[config.mk]
export PLATFORM = sky130hd
export DESIGN_NAME = apple_tracker
export DESIGN_NICKNAME = d
export VERILOG_FILES = /design/src/rtl/snake_pkg.sv /design/src/rtl/bcd_counter.sv /design/src/rtl/apple_tracker.sv
export SDC_FILE = /design/constraint.sdc
export NUM_CORES = 1
export LEC_CHECK = 0
export ABC_AREA = 1
export BUFFER_PORTS_ARGS = -buffer_cell sky130_fd_sc_hd__buf_2
export CAP_MARGIN = 25
export CORE_AREA = 2 2 321 323
export DETAILED_ROUTE_END_ITERATION = 8
export DIE_AREA = 0 0 323 325
export GPL_ROUTABILITY_DRIVEN = 0
export GPL_TIMING_DRIVEN = 0
export SLEW_MARGIN = 10
export SYNTH_ARGS = -nofsm -noshare
export SYNTH_HDL_FRONTEND = slang
export SYNTH_SLANG_ARGS = --single-unit
[constraint.sdc]
create_clock -name clk -period 6.2 [get_ports clk]
set_input_delay 0.31 -clock clk [delete_from_list [all_inputs] [get_ports clk]]
set_output_delay 0.31 -clock clk [all_outputs]
set_load 0.03 [all_outputs]
[src/rtl/snake_pkg.sv]
// Shared snake-game types: cell colours, grid geometry, coordinates and
// the apple tracker state encoding.
package snake_pkg;

    typedef enum logic [1:0] {
        CELL_OFF,
        CELL_RED,
        CELL_GRN,
        CELL_YEL
    } cellStateColor;

    localparam int GRID = 16;

    typedef logic [3:0] coord_t;

    typedef enum logic [1:0] {
        SETTLE,
        PLACE,
        ACTIVE,
        FULL
    } apple_state_t;

endpackage

[src/rtl/bcd_counter.sv]
// Multi-digit BCD up-counter with ripple carry; all-9s wraps to zero.
// Shared by the score and the snake length display.
module bcd_counter #(
    parameter int DIGITS = 3
) (
    input  logic                  clk,
    input  logic                  reset,
    input  logic                  inc,
    output logic [4*DIGITS-1:0]   value
);

    logic [4*DIGITS-1:0] value_n;
    logic                carry;

    always_comb begin
        value_n = value;
        carry   = inc;
        for (int d = 0; d < DIGITS; d++) begin
            if (carry) begin
                if (value[4*d +: 4] == 4'd9) begin
                    value_n[4*d +: 4] = 4'd0;
                end else begin
                    value_n[4*d +: 4] = value[4*d +: 4] + 4'd1;
                    carry             = 1'b0;
                end
            end
        end
    end

    always_ff @(posedge clk or negedge reset) begin
        if (!reset) begin
            value <= '0;
        end else begin
            value <= value_n;
        end
    end

endmodule

[src/rtl/apple_tracker.sv]
// Holds the apple position, qualifies generator candidates against the
// playfield, detects eats (grow pulse + BCD score) and drives the overlay.
module apple_tracker
    import snake_pkg::*;
#(
    parameter int SETTLE_CYCLES = 2,
    parameter int MAX_RETRY     = 8,
    parameter int SCORE_DIGITS  = 3
) (
    input  logic                           clk,
    input  logic                           reset,
    input  logic                           game_active,
    input  logic                           tick,
    input  coord_t                         head_x,
    input  coord_t                         head_y,
    input  coord_t                         cand_x,
    input  coord_t                         cand_y,
    input  logic [GRID-1:0][GRID-1:0]      RedPixels,
    input  logic [GRID-1:0][GRID-1:0]      GrnPixels,
    output coord_t                         apple_x,
    output coord_t                         apple_y,
    output logic                           apple_valid,
    output logic [GRID-1:0][GRID-1:0]      ApplePixels,
    output logic                           grow,
    output logic [4*SCORE_DIGITS-1:0]      score,
    output logic                           board_full,
    output apple_state_t                   dbg_state,
    output logic [7:0]                     dbg_retry
);

    localparam logic [7:0] SETTLE_INIT = 8'(SETTLE_CYCLES);
    localparam logic [7:0] RETRY_LAST  = 8'(MAX_RETRY - 1);

    apple_state_t              state, state_n;
    logic [7:0]                settle_cnt, settle_n;
    logic [7:0]                retry, retry_n;
    coord_t                    apple_x_n, apple_y_n;
    logic                      apple_valid_n, board_full_n, grow_n;
    logic                      score_inc, cand_free, eat;
    logic [GRID-1:0][GRID-1:0] pixels_n;

    assign dbg_state = state;
    assign dbg_retry = retry;

    always_comb begin
        cand_free = ~RedPixels[cand_x][cand_y] & ~GrnPixels[cand_x][cand_y];
        eat = tick & game_active & apple_valid &
              (head_x == apple_x) & (head_y == apple_y);

        state_n       = state;
        settle_n      = settle_cnt;
        retry_n       = retry;
        apple_x_n     = apple_x;
        apple_y_n     = apple_y;
        apple_valid_n = apple_valid;
        board_full_n  = board_full;
        grow_n        = 1'b0;
        score_inc     = 1'b0;

        // With the game paused nothing moves; grow is the only output forced low.
        if (game_active) begin
            case (state)
                SETTLE: begin
                    if (settle_cnt <= 8'd1) begin
                        settle_n = 8'd0;
                        state_n  = PLACE;
                    end else begin
                        settle_n = settle_cnt - 8'd1;
                    end
                end
                PLACE: begin
                    if (cand_free) begin
                        apple_x_n     = cand_x;
                        apple_y_n     = cand_y;
                        apple_valid_n = 1'b1;
                        retry_n       = 8'd0;
                        state_n       = ACTIVE;
                    end else begin
                        retry_n = retry + 8'd1;
                        if (retry == RETRY_LAST) begin
                            board_full_n = 1'b1;
                            state_n      = FULL;
                        end
                    end
                end
                ACTIVE: begin
                    if (eat) begin
                        grow_n        = 1'b1;
                        score_inc     = 1'b1;
                        apple_valid_n = 1'b0;
                        settle_n      = SETTLE_INIT;
                        state_n       = SETTLE;
                    end
                end
                FULL: begin
                    apple_valid_n = 1'b0;
                end
                default: state_n = SETTLE;
            endcase
        end

        // Overlay decoded from next-state values so it lines up with apple_valid.
        pixels_n = '0;
        for (int r = 0; r < GRID; r++) begin
            for (int c = 0; c < GRID; c++) begin
                pixels_n[r][c] = apple_valid_n & (apple_x_n == 4'(r)) & (apple_y_n == 4'(c));
            end
        end
    end

    always_ff @(posedge clk or negedge reset) begin
        if (!reset) begin
            state       <= SETTLE;
            settle_cnt  <= SETTLE_INIT;
            retry       <= 8'd0;
            apple_x     <= '0;
            apple_y     <= '0;
            apple_valid <= 1'b0;
            board_full  <= 1'b0;
            grow        <= 1'b0;
            ApplePixels <= '0;
        end else begin
            state       <= state_n;
            settle_cnt  <= settle_n;
            retry       <= retry_n;
            apple_x     <= apple_x_n;
            apple_y     <= apple_y_n;
            apple_valid <= apple_valid_n;
            board_full  <= board_full_n;
            grow        <= grow_n;
            ApplePixels <= pixels_n;
        end
    end

    bcd_counter #(
        .DIGITS (SCORE_DIGITS)
    ) u_score (
        .clk   (clk),
        .reset (reset),
        .inc   (score_inc),
        .value (score)
    );

endmodule
==> results by group <==
Yosys
  • Synth Flop Type: dfrtp_1
  • Syn Inst Count: between 2000 and 2500
  • Top-count cell post-synth: nand2_1
  • Post-synthesis mux area share: 0%
  • Post-synth EDFFs: 0
  • Sequential area share after synthesis: 45.3%
  • Largest cells by area after synthesis: dfrtp_1, nand2_1, nand3_1
  • Yosys warning total: 0
  • Post-synth top cells: nand2_1, nand3_1, nor2_1
  • Synthesized-area fraction occupied by adder cells: less than 1%
  • Syn nets: 2769
  • Post-Syn Area per Cell: ~7.3 um2
  • Yosys top cell area share: between 40% and 50%
  • Simple-Gate Fraction of Synth Area: between 30% and 40%
  • Post-synth ARST share: 100%
  • Largest family of logic cells by synthesized area: simple AND/OR/NAND/NOR gates
  • Post-synth top area cell: dfrtp_1
  • Post-synthesis xor/xnor area fraction: less than 1%
  • Synth Register Bits: a little under 300
  • Number of distinct library cells after synthesis: between 40 and 50
  • Compound-Gate Fraction of Synth Area: under 10%
  • Post-Syn Area: 16400 um2

Worst setup path
  • Crit-path max FO: 10
  • CP top delay family: simple AND/OR/NAND/NOR gates
  • Largest stage delay, worst path: around 0.50 ns
  • Crit end category: flip-flop
  • Crit-path slowest cell: buf_2
  • CP Buf/Inv Count: 5
  • Cell breakdown of the critical path: buf_2 -> buf_2 -> buf_2 -> nand3_1 -> nand2_1 -> nand2_1 -> nand2_1 -> nand3_1 -> nand3_1 -> nand3_1 -> nand3_1 -> nand3_1 -> nand2_1 -> buf_4 -> nand3_1 -> nand2_1 -> nand2_1 -> nor2_1 -> nand2_1 -> buf_2 -> nor2_1
  • Worst EP arrival: approximately 4.5 ns
  • Crit Path Category: in2reg
  • Worst EP required: ~6.6 ns
  • Crit path launch type: input pin

Floorplanning
  • Die X: 323 um
  • Cell row count: approximately 120
  • Core Region: just over 100000 um2
  • Initial Util: 16.2%
  • Die area: 105000 um2
  • Height of the die: 325 um
  • Top Ports: 821

Run
  • MaxCap Viol Count: 0

Cells and area
  • Layout cells sized above 1: approximately a third
  • Area of the multi-input gates: approximately 7400 um2
  • Total area of sequential cells: 7430 um2
  • Final-layout fill cell count: 11424
  • Non-filler instance count after layout: 4530
  • Layout Nets: 3637
  • Layout area overhead: 44.3%
  • Final instance area: about 24000 um2

GRT
  • Largest net degree at the start of global routing: 95
  • Antenna violations before repair: 56
  • First-pass GRT wire length: about 150 mm
  • GRT Util Overall: 20.6%
  • Number of global-route vias before repair: just under 20000
  • GRT overflow: 0

Clock network
  • Clk Latency, worst-skew pair: roughly 0.55 ns
  • PostCTS Resize Cnt: 0
  • Number of clock sinks: around 300
  • CTS tree: yes
  • Clock buffer depth: 3
  • TritonCTS buffer count: 34
  • H-tree Lvls: 2
  • Clock transition at path regs: 0.06 ns
  • Root buf cell: clkbuf_16

Timing
  • Final Max Slew Viols: 0
  • Final hold slack: 0.194 ns
  • Tmin final: between 4 and 5 ns
  • Final TNS setup: 0 ns
  • Fin. Hold Viols: 0
  • RSZ-0062 raised after global routing: no
  • Worst-Margin Slew: around 1.2 ns
  • Final setup margin: 2.16 ns
  • Final Setup Violations: 0
  • Skew final: roughly 0.015 ns
  • Max transition margin: between 20% and 30%
  • Final Cycle Share: about two thirds
  • Max Freq: roughly 250 MHz

Route
  • Final wirelength: between 100 and 150 mm
  • Via Count: between 15000 and 20000
  • Drt drc: 0
  • Routed len/inst: 24.8 um
  • Initial drt markers: between 2000 and 2500
  • Drt pass-1 iters: 6
  • Post-DRT Antenna Nets: 0
  • Vias/cell: roughly 4.4

Place
  • Pre-CTS setup slack: 1.51 ns
  • Hpwl dp: ~92 mm
  • Port bufs: 817
  • Post-DP Area: ~22000 um2
  • Dpl cells: about 4400

Pwr
  • Internal: 0.00345 W
  • Comb pwr share: 19.7%
  • PwrDens: 211 nW/um2
  • Clk pwr share: approximately two fifths
  • P_sw: roughly 0.0015 W
  • Part of the power in registers: about two fifths
  • Net Sw Frac: between 30% and 40%
  • Lkg Pwr: ~13 nW
  • Worst vdd ir: 0.174 mV

Min path
  • Hold Crit Class: in2reg

Run status
  • Outcome: complete, no violations
-- final cells by class --
class | instances | share of cell area (%)
flip-flops and latches | 297 | 31.4
plain buffers | 142 | 3.63
multi-input cells | 1615 | 31.4
clock buffers | 43 | 3.82
inverters | 180 | 2.88
clock inverters | 15 | 0.920
repair buffers | 832 | 18.3
well taps | 1368 | 7.23
diodes | 38 | 0.402
-- cell usage in the layout, fill, tap and decap left out, types with 4 or more instances in the layout --
master | Yosys | routed
clkinv_1 | 4 | 4
inv_1 | 173 | 173
nor3_1 | 14 | 14
diode_2 | 0 | 38
nand4_1 | 10 | 10
nand3_2 | 12 | 12
nand2_2 | 11 | 11
clkbuf_1 | 23 | 30
nor2_2 | 4 | 4
buf_4 | 15 | 16
o21ai_1 | 26 | 26
o21ai_0 | 88 | 88
or2_2 | 28 | 28
nand3b_1 | 6 | 6
nand3_1 | 394 | 394
a21oi_1 | 29 | 29
nand2_4 | 12 | 12
o211ai_1 | 19 | 19
nor2_4 | 4 | 4
nor4_1 | 4 | 4
clkbuf_16 | 0 | 34
buf_8 | 0 | 7
buf_1 | 4 | 4
buf_6 | 23 | 27
o21ai_2 | 6 | 6
buf_2 | 77 | 893
nor2_8 | 4 | 4
nor2_1 | 389 | 389
dfrtp_1 | 296 | 296
xor2_1 | 13 | 13
nand2_1 | 526 | 526
-- cell families (layout without fill, tap and decap cells) --
logic type	count (synthesis)	after routing
AO/OA/AOI/OAI	175	175
XOR/XNOR	15	15
adder cells (fa/ha/maj)	3	3
buffers and inverters	322	1212
flip-flops	297	297
other	0	38
AND/OR/NAND/NOR	1422	1422
-- worst paths after layout --
| path | from | endpoint | slack (ns) | depth (start not counted) |
|---|---|---|---|---|
| setup / recovery | cand_x[1] | ApplePixels[147] | 2.16 | 21 |
| hold / removal | tick | grow | 0.19 | 5 |
| setup reg to reg | apple_y[2] | ApplePixels[4] | 3.18 | 12 |
| hold reg to reg | board_full | board_full | 0.51 | 2 |
| max in group asynchronous | reset | ApplePixels[8] | 4.75 | 4 |
| min in group asynchronous | reset | ApplePixels[134] | 0.26 | 2 |
-- worst register-to-register path, cell delays in order, from the launching register on --
cell and delay [ns]:
dfrtp_1 0.49, inv_1 0.18, or2_2 0.30, nand3_1 0.09, nor4_1 0.07, a21oi_1 0.19
nand2_1 0.07, nand3_1 0.13, nand2_1 0.24, nor2_2 0.32, nand3_2 0.34, buf_2 0.36
nor2_1 0.17
-- what timing repair did --
action,4_1_cts,5_1_grt
buffers inserted,0,0
endpoints found under the hold margin,55,0
hold buffers,1,0
-- layer usage --
metal	vias up	GRT usage (%)	wire (um)
li1	8913	-	-
met1	9249	26.3	45600
met2	1446	31.6	47800
met3	369	5.73	11900
met4	20	10.8	7170
met5	-	0	124
-- state kept, by name (all words and copies together), names as in the netlist --
signal,count
dbg_retry,8
ApplePixels,256
apple_y,4
apple_valid,1
board_full,1
dbg_state,2
u_score.value,12
grow,1
settle_cnt,8
apple_x,4
-- power by group through the flow --
stage / Clock, W / Combinational, W / Sequential [W]
2_1_floorplan: 0 / 0.000411 / 0.00201
3_3_place_gp: 0 / 0.000946 / 0.00199
3_5_place_dp: 0 / 0.000963 / 0.00199
4_1_cts: 0.00209 / 0.000967 / 0.00196
5_1_grt: 0.00217 / 0.00105 / 0.00196
6_report: 0.00204 / 0.000984 / 0.00196
-- through the flow --
step	utilization (%)	power, W
final	23.4	0.00498
after global routing	23.3	0.00518
after CTS	23.2	0.00501
after detailed placement	22.1	0.00296
after global placement	21.9	0.00294
after floorplan	-	0.00242
(Power assumes the default switching activity.)
